**src/rtl/reg_read_pkg.sv**
```systemverilog
// Shared CPU definitions: widths, opcode encodings, instruction fields and the
// packed stage-register layouts exchanged between register-read and exec.
package cpu_pkg;

  localparam int D_BITS       = 32;
  localparam int INSTR_BITS   = 16;
  localparam int NREGS        = 8;
  localparam int REG_IDX_BITS = 3;
  localparam int RR_BITS      = INSTR_BITS + 2 * D_BITS;
  localparam int ER_BITS      = D_BITS + REG_IDX_BITS + 1;

  localparam int OPC_MSB  = 15;
  localparam int OPC_LSB  = 9;
  localparam int DST_MSB  = 8;
  localparam int DST_LSB  = 6;
  localparam int SRC1_MSB = 5;
  localparam int SRC1_LSB = 3;
  localparam int SRC2_MSB = 2;
  localparam int SRC2_LSB = 0;

  typedef logic [OPC_MSB-OPC_LSB:0] opcode_t;
  typedef logic [REG_IDX_BITS-1:0]  reg_idx_t;

  localparam opcode_t OP_NOP     = 7'h00;
  localparam opcode_t OP_ADD     = 7'h01;
  localparam opcode_t OP_SUB     = 7'h02;
  localparam opcode_t OP_AND     = 7'h03;
  localparam opcode_t OP_OR      = 7'h04;
  localparam opcode_t OP_XOR     = 7'h05;
  localparam opcode_t OP_SHIFTR  = 7'h06;
  localparam opcode_t OP_SHIFTRA = 7'h07;
  localparam opcode_t OP_SHIFTL  = 7'h08;
  localparam opcode_t OP_HALT    = 7'h7F;

  localparam logic [INSTR_BITS-1:0] NOP_INSTR  = {OP_NOP, 9'b0};
  localparam logic [INSTR_BITS-1:0] HALT_INSTR = {OP_HALT, 9'b0};

  typedef struct packed {
    logic [INSTR_BITS-1:0] instr;
    logic [D_BITS-1:0]     op1;
    logic [D_BITS-1:0]     op2;
  } rr_t;

  typedef struct packed {
    logic [D_BITS-1:0] result;
    reg_idx_t          dest;
    logic              write_en;
  } er_t;

  // Shifts carry an immediate in the src2 field, so it never names a register.
  function automatic logic is_shift(input opcode_t opc);
    return (opc == OP_SHIFTR) || (opc == OP_SHIFTRA) || (opc == OP_SHIFTL);
  endfunction

  // True for opcodes that produce a register result.
  function automatic logic writes_reg(input opcode_t opc);
    return (opc != OP_NOP) && (opc != OP_HALT);
  endfunction

endpackage

```
**src/rtl/reg_read_if.sv**
```systemverilog
// Fetch/write-back/exec bus seen by the register-read stage.
interface reg_read_if;
  import cpu_pkg::*;

  logic                  in_valid;
  logic [INSTR_BITS-1:0] in_instr;
  logic                  in_ready;
  er_t                   wb_in;
  rr_t                   rr_out;
  logic                  halted;

  modport master (
    output in_valid, in_instr, wb_in,
    input  in_ready, rr_out, halted
  );

  modport slave (
    input  in_valid, in_instr, wb_in,
    output in_ready, rr_out, halted
  );
endinterface

```
**src/rtl/reg_read_regfile.sv**
```systemverilog
// 8x32 register file: two async read ports with write-before-read bypass,
// one synchronous write port, asynchronous active-low clear.
module regfile_8x32
  import cpu_pkg::*;
(
  input  logic              clk,
  input  logic              rst_n,
  input  reg_idx_t          ra1,
  input  reg_idx_t          ra2,
  output logic [D_BITS-1:0] rd1,
  output logic [D_BITS-1:0] rd2,
  input  logic              we,
  input  reg_idx_t          wa,
  input  logic [D_BITS-1:0] wd
);

  logic [D_BITS-1:0] regs [NREGS];

  always_ff @(posedge clk or negedge rst_n) begin
    if (!rst_n) begin
      for (int i = 0; i < NREGS; i++) regs[i] <= '0;
    end else if (we) begin
      regs[wa] <= wd;
    end
  end

  // A same-cycle write wins over the stored entry so readers never see stale data.
  always_comb begin
    rd1 = (we && (wa == ra1)) ? wd : regs[ra1];
    rd2 = (we && (wa == ra2)) ? wd : regs[ra2];
  end

endmodule

```
**src/rtl/reg_read.sv**
```systemverilog
// Register-read stage: operand fetch, one-cycle RAW stall against the
// instruction in exec, HALT freeze, and the registered hand-off to exec.
module reg_read
  import cpu_pkg::*;
(
  input  logic   clk,
  input  logic   rst_n,
  reg_read_if.slave bus
);

  rr_t               rr_p0;
  logic              halted_q;
  logic [D_BITS-1:0] op1;
  logic [D_BITS-1:0] op2;
  opcode_t           in_opc;
  reg_idx_t          src1;
  reg_idx_t          src2;
  reg_idx_t          prod_dst;
  logic              prod_wr;
  logic              stall;
  logic              in_ready;
  logic              accept;

  assign in_opc   = bus.in_instr[OPC_MSB:OPC_LSB];
  assign src1     = bus.in_instr[SRC1_MSB:SRC1_LSB];
  assign src2     = bus.in_instr[SRC2_MSB:SRC2_LSB];
  assign prod_wr  = writes_reg(rr_p0.instr[OPC_MSB:OPC_LSB]);
  assign prod_dst = rr_p0.instr[DST_MSB:DST_LSB];

  regfile_8x32 u_rf (
    .clk   (clk),
    .rst_n (rst_n),
    .ra1   (src1),
    .ra2   (src2),
    .rd1   (op1),
    .rd2   (op2),
    .we    (bus.wb_in.write_en),
    .wa    (bus.wb_in.dest),
    .wd    (bus.wb_in.result)
  );

  // The producer's result is only one stage away, so a single bubble lets
  // the write-back bypass deliver it on the retry.
  always_comb begin
    stall = bus.in_valid && prod_wr && writes_reg(in_opc) &&
            ((src1 == prod_dst) || (!is_shift(in_opc) && (src2 == prod_dst)));
    in_ready = rst_n && !halted_q && !stall;
    accept   = bus.in_valid && in_ready;
  end

  // Stage boundary: register-read -> exec
  always_ff @(posedge clk or negedge rst_n) begin
    if (!rst_n) begin
      rr_p0    <= '{instr: NOP_INSTR, op1: '0, op2: '0};
      halted_q <= 1'b0;
    end else begin
      if (accept) begin
        rr_p0 <= '{instr: bus.in_instr, op1: op1, op2: op2};
      end else begin
        rr_p0 <= '{instr: NOP_INSTR, op1: '0, op2: '0};
      end
      if (accept && (in_opc == OP_HALT)) halted_q <= 1'b1;
    end
  end

  assign bus.rr_out   = rr_p0;
  assign bus.halted   = halted_q;
  assign bus.in_ready = in_ready;

endmodule

```
**src/flat_wrapper.sv**
```systemverilog
// flat-port wrapper written by rule: the top's interface ports become plain ports
module reg_read_flat import cpu_pkg::*;
  (clk, rst_n, bus_in_valid, bus_in_instr, bus_wb_in, bus_in_ready, bus_rr_out, bus_halted);
  reg_read_if bus_i ();
  input  logic clk;
  input  logic rst_n;
  input wire logic [$bits(bus_i.in_valid)-1:0] bus_in_valid;
  input wire logic [$bits(bus_i.in_instr)-1:0] bus_in_instr;
  input wire logic [$bits(bus_i.wb_in)-1:0] bus_wb_in;
  output wire logic [$bits(bus_i.in_ready)-1:0] bus_in_ready;
  output wire logic [$bits(bus_i.rr_out)-1:0] bus_rr_out;
  output wire logic [$bits(bus_i.halted)-1:0] bus_halted;
  assign bus_i.in_valid = bus_in_valid;
  assign bus_i.in_instr = bus_in_instr;
  assign bus_i.wb_in = bus_wb_in;
  assign bus_in_ready = bus_i.in_ready;
  assign bus_rr_out = bus_i.rr_out;
  assign bus_halted = bus_i.halted;
  reg_read u_core (.clk(clk), .rst_n(rst_n), .bus(bus_i));
endmodule
```
**config.mk**
```make
export PLATFORM = sky130hd
export DESIGN_NAME = reg_read_flat
export DESIGN_NICKNAME = d
export VERILOG_FILES = /design/src/rtl/reg_read_pkg.sv /design/src/rtl/reg_read_if.sv /design/src/rtl/reg_read_regfile.sv /design/src/rtl/reg_read.sv /design/src/flat_wrapper.sv
export SDC_FILE = /design/constraint.sdc
export NUM_CORES = 1
export LEC_CHECK = 0
export BUFFER_PORTS_ARGS = -buffer_cell sky130_fd_sc_hd__buf_2
export CORE_ASPECT_RATIO = 0.5
export CORE_MARGIN = 3
export CORE_UTILIZATION = 32
export DETAILED_ROUTE_END_ITERATION = 7
export PLACE_DENSITY = 0.49
export SLEW_MARGIN = 5
export SYNTH_ARGS = -nofsm -noshare
export SYNTH_HDL_FRONTEND = slang
export SYNTH_SLANG_ARGS = --single-unit
```
**constraint.sdc**
```tcl
create_clock -name clk -period 1.7 [get_ports clk]
set_input_delay 0.34 -clock clk [delete_from_list [all_inputs] [get_ports clk]]
set_output_delay 0.34 -clock clk [all_outputs]
set_load 0.005 [all_outputs]
```
==> summary by stage <==
Status
The run finished, with violations left. The final reports fail on negative setup slack.

Detailed routing
The first detailed-routing pass ran for 4 iterations. The detailed-routed wire length on met3 is between 2000 and 2500 um. After detailed routing, the met2 layer carries 23500 um of wire. The via count normalized by instance count is 5.174. The remaining routing DRC violations is 0. After detailed routing, the average wire length per cell comes to 23.54 um. The detailed router finished its first iteration with 462 violations. In the final routing, the length of wire on met1 measures 20530 um. The detail route stage leaves a number of antenna-violating nets equal to 0. The top metal layer carrying routed signals is met5. The total vias in the final route is approximately 10000. For this block, the routed nets add up to 47110 um of wire.

Worst setup path
The critical path endpoint category is an output port. The depth of the worst register-to-register path is 10. The required time at the endpoint of the critical path is 1360 ps. The critical path arrival is 1950 ps. Setup slack on the worst reg-to-reg path comes out at -570 ps.

Of all nets on the critical path, the largest fanout is 3. In this run the critical register-to-register path is launched from u_core.bus.rr_out[71]. In this run the critical register-to-register path is captured at u_core.bus.rr_out[9]. The setup path with the least slack is of type flop to output port. The worst setup path is launched from a flop.

Layout
For this run, the post-layout net count is 1338. Compared with the post-synthesis result, the final layout area differs by 23.54%. The proportion of layout cells with a drive suffix above 1 is a little under three fifths. Measured on the finished design, the core utilization comes to 40.62%.

The finished cells cover 0.02069 mm2.

Synth
The fraction of the yosys area taken by sequential cells is 50.35%. In this run, distinct cell masters in the synthesized netlist total 34. The number of nets in the synthesized netlist is 1165. The most common flop cell mapped by yosys is sky130_fd_sc_hd__dfrtp_1. In this run the cell area of the synthesized design comes to 0.01675 mm2. The synthesized design contains ~340 register bits.

In the synthesized netlist, mux cells make up roughly two fifths of the area. Of the total synthesized cell area, the portion taken by XOR and XNOR cells is 0.6275%. Counting flops with an async set or reset pin after synthesis yields a share of 100.0%. A synthesized cell averages approximately 15 um2.

The share of synthesized cell area in and, or, nand and nor gates is 2.943%. By area, the combinational part of the netlist is dominated by multiplexers. The number of cells produced by synthesis is between 1000 and 1500.

After Yosys synthesis, full adders, half adders and majority gates account for 0% of the synthesized area. The number of warning messages in the yosys log is 0. In this run, synthesis inferred 0 flip-flops with an integrated enable. The area fraction in compound gates after synthesis is around 3.9%.

Clock network
Clock latency on the worst-skew pair, taken at its later pin, is 530 ps. The maximum level of the CTS H-tree is 2. The total clock sinks is 337. TritonCTS built the clock tree. The maximum count of clock buffers along a single path is 3.

Clock-pin slew was measured on the worst setup and hold paths at about 70 ps. The number of clock buffers inserted by TritonCTS is 36. The tree is rooted in a sky130_fd_sc_hd__clkbuf_16.

Global route
The number of antenna violations at the first check in global routing is 5. The number of global-route vias before repair is between 10000 and 15000. The sum of overflow across all layers after global routing is 0. Entering global routing, the biggest net connects 165 pins. The wire length of the first global-routing pass is 72480 um. The overall routing resource usage is 17.23%.

Timing
The worst-case headroom to the max-slew limit is 28.54%. After layout, the worst setup slack is -592.6 ps. The transition time of the tightest slew-check pin is 1072 ps. The final count of hold timing violations is 0. The ratio of final minimum period to clock period is 134.9%. The final-layout setup total negative slack is -34280 ps. The maximum clock skew at final layout is 8.356 ps. After layout, the minimum clock period comes to approximately 2300 ps. The final-report max-slew violation count was 0.

The final setup violation count is between 80 and 90. Setup repair after global routing could not meet its margin everywhere. Timing would allow up to around 440 MHz.

Place
In this run the cell area measured after placement is 0.01876 mm2. The congestion estimate from routability-driven global placement came to 0.7517. The worst-case setup slack after placement is -376.7 ps. Detailed placement finished with a half-perimeter wire length of ~28000 um. The count of buffers inserted at the top-level ports is 136.

Floorplan
In this run the vertical extent of the chip is 167.8 um. The die covers 0.05529 mm2. The initial core utilization is 32.88%. The cell row count is slightly below 60. The total area inside the core boundary comes to between 0.05 and 0.06 mm2. The I/O pin total is 137. The die is 329.5 um wide.

Power
Dividing total power by cell area gives a power density of 1135 mW/mm2. The leakage component of the power is 9.061 nW. VDD sags by at most 0.5894 mV.

Hold path
The endpoint of the worst hold path is u_core.bus.rr_out[71]. The cell depth of the worst hold path is 3. In this run the worst hold path is classified as input pin to flop. The source of the worst hold timing path is bus_in_instr[7].

Flow run
Across the run, the number of max-cap violations was 0.
through the flow:
step                      total power, W  instances  hold slack (ps)
after floorplan                  0.01382       1110            44.41
after global placement           0.01517       1904            420.7
after detailed placement         0.01543       1904            429.4
after CTS                        0.02378       1998            12.05
after global routing             0.02467       2001            30.75
final                            0.02349       2001            27.06
sequential cells by signal, summed over array words and instances (netlist names):
signal,flops
u_core.bus.rr_out,80
u_core.bus.halted,1
u_core.u_rf.regs,256
cell type report:
class	count	area [um2]
fillers	4707	30250
flip-flops and latches	337	8434
multi-input cells	638	7760
repair buffers	253	2386
clock buffers	53	1086
well taps	690	863.3
clock inverters	11	92.59
inverters	17	63.81
diodes	2	5.005
cells in the mapped netlist, types with 2 or more instances:
master / number / area share [%]
sky130_fd_sc_hd__a211oi_1: 44 / 2.0
sky130_fd_sc_hd__a211oi_2: 20 / 1.5
sky130_fd_sc_hd__a31o_2: 2 / 0.10
sky130_fd_sc_hd__buf_1: 32 / 0.72
sky130_fd_sc_hd__buf_2: 36 / 1.1
sky130_fd_sc_hd__buf_4: 9 / 0.40
sky130_fd_sc_hd__buf_6: 10 / 0.67
sky130_fd_sc_hd__clkbuf_1: 31 / 0.69
sky130_fd_sc_hd__dfrtp_1: 337 / 50
sky130_fd_sc_hd__inv_1: 17 / 0.38
sky130_fd_sc_hd__mux2_2: 255 / 17
sky130_fd_sc_hd__mux2i_1: 64 / 3.8
sky130_fd_sc_hd__mux4_2: 128 / 17
sky130_fd_sc_hd__nand2_1: 2 / 0.045
sky130_fd_sc_hd__nand2b_1: 2 / 0.075
sky130_fd_sc_hd__nand4_1: 4 / 0.15
sky130_fd_sc_hd__nand4b_1: 3 / 0.16
sky130_fd_sc_hd__nor2_1: 81 / 1.8
sky130_fd_sc_hd__nor3_1: 5 / 0.15
sky130_fd_sc_hd__nor3_2: 2 / 0.12
sky130_fd_sc_hd__nor3b_2: 2 / 0.15
sky130_fd_sc_hd__nor4_1: 2 / 0.075
sky130_fd_sc_hd__xnor2_1: 9 / 0.47
sky130_fd_sc_hd__xor2_1: 3 / 0.16
power breakdown:
part / internal [W] / switching (W)
Sequential: 0.00954 / 0.00100
Combinational: 0.00311 / 0.00192
Clock: 0.00459 / 0.00333
critical path: stages (launching register included):
cell and delay [ps]:
sky130_fd_sc_hd__dfrtp_1 460, sky130_fd_sc_hd__xor2_4 200, sky130_fd_sc_hd__nor3_4 280, sky130_fd_sc_hd__a41oi_4 70
sky130_fd_sc_hd__nor3_2 190, sky130_fd_sc_hd__a21oi_1 80, sky130_fd_sc_hd__buf_2 130
placed cells by master, fill, tap and decap left out, types with 4 or more instances in the layout:
cell	instances
sky130_fd_sc_hd__dfrtp_1	336
sky130_fd_sc_hd__mux2_2	255
sky130_fd_sc_hd__buf_2	131
sky130_fd_sc_hd__mux4_2	128
sky130_fd_sc_hd__nor2_1	81
sky130_fd_sc_hd__mux2i_1	64
sky130_fd_sc_hd__buf_4	62
sky130_fd_sc_hd__a211oi_1	43
sky130_fd_sc_hd__clkbuf_16	37
sky130_fd_sc_hd__buf_12	35
sky130_fd_sc_hd__a211oi_2	21
sky130_fd_sc_hd__inv_1	17
sky130_fd_sc_hd__buf_16	12
sky130_fd_sc_hd__clkbuf_8	10
sky130_fd_sc_hd__xnor2_1	8
sky130_fd_sc_hd__clkinv_2	6
sky130_fd_sc_hd__clkbuf_1	6
sky130_fd_sc_hd__nand4_1	4
sky130_fd_sc_hd__bufbuf_16	4
sky130_fd_sc_hd__dlygate4sd3_1	4
cell families (layout without fill, tap and decap cells):
| logic type | after synthesis | in the layout |
|---|---|---|
| DFF | 337 | 337 |
| AOI/OAI and AO/OA | 71 | 71 |
| buffers and inverters | 135 | 334 |
| xor gates and xnor gates | 12 | 12 |
| muxes | 448 | 448 |
| other | 0 | 2 |
| and+or+nand+nor | 107 | 107 |
worst max path at each step:
| stage | depth (start not counted) | start | slack, ps | to |
|---|---|---|---|---|
| final | 6 | u_core.bus.rr_out[71] | -590 | bus_in_ready |
| after global routing | 6 | u_core.bus.rr_out[72] | -700 | bus_in_ready |
| after CTS | 6 | u_core.bus.rr_out[70] | -620 | bus_in_ready |
| after detailed placement | 8 | bus_in_instr[4] | -380 | bus_in_ready |
| after global placement | 8 | bus_in_instr[9] | -450 | bus_in_ready |
| after floorplan | 7 | bus_in_instr[3] | -30 | u_core.bus.rr_out[11] |
metal layers:
metal	up-vias	global-route usage, %
met5	-	0
met3	69	2.989
met1	5566	22.72
li1	4535	-
met4	6	4.410
met2	178	29.56
timing repair:
| item | CTS | global route |
|---|---|---|
| endpoints found under the setup margin | 81 | 81 |
| pin swaps | 7 | 2 |
| resized for setup | 31 | 5 |
| cloned | 14 | 0 |
| endpoints found under the hold margin | 43 | 1 |
| setup buffers | 14 | 1 |
| hold buffers | 3 | 1 |
No activity file was read; power rests on OpenSTA's default activity.
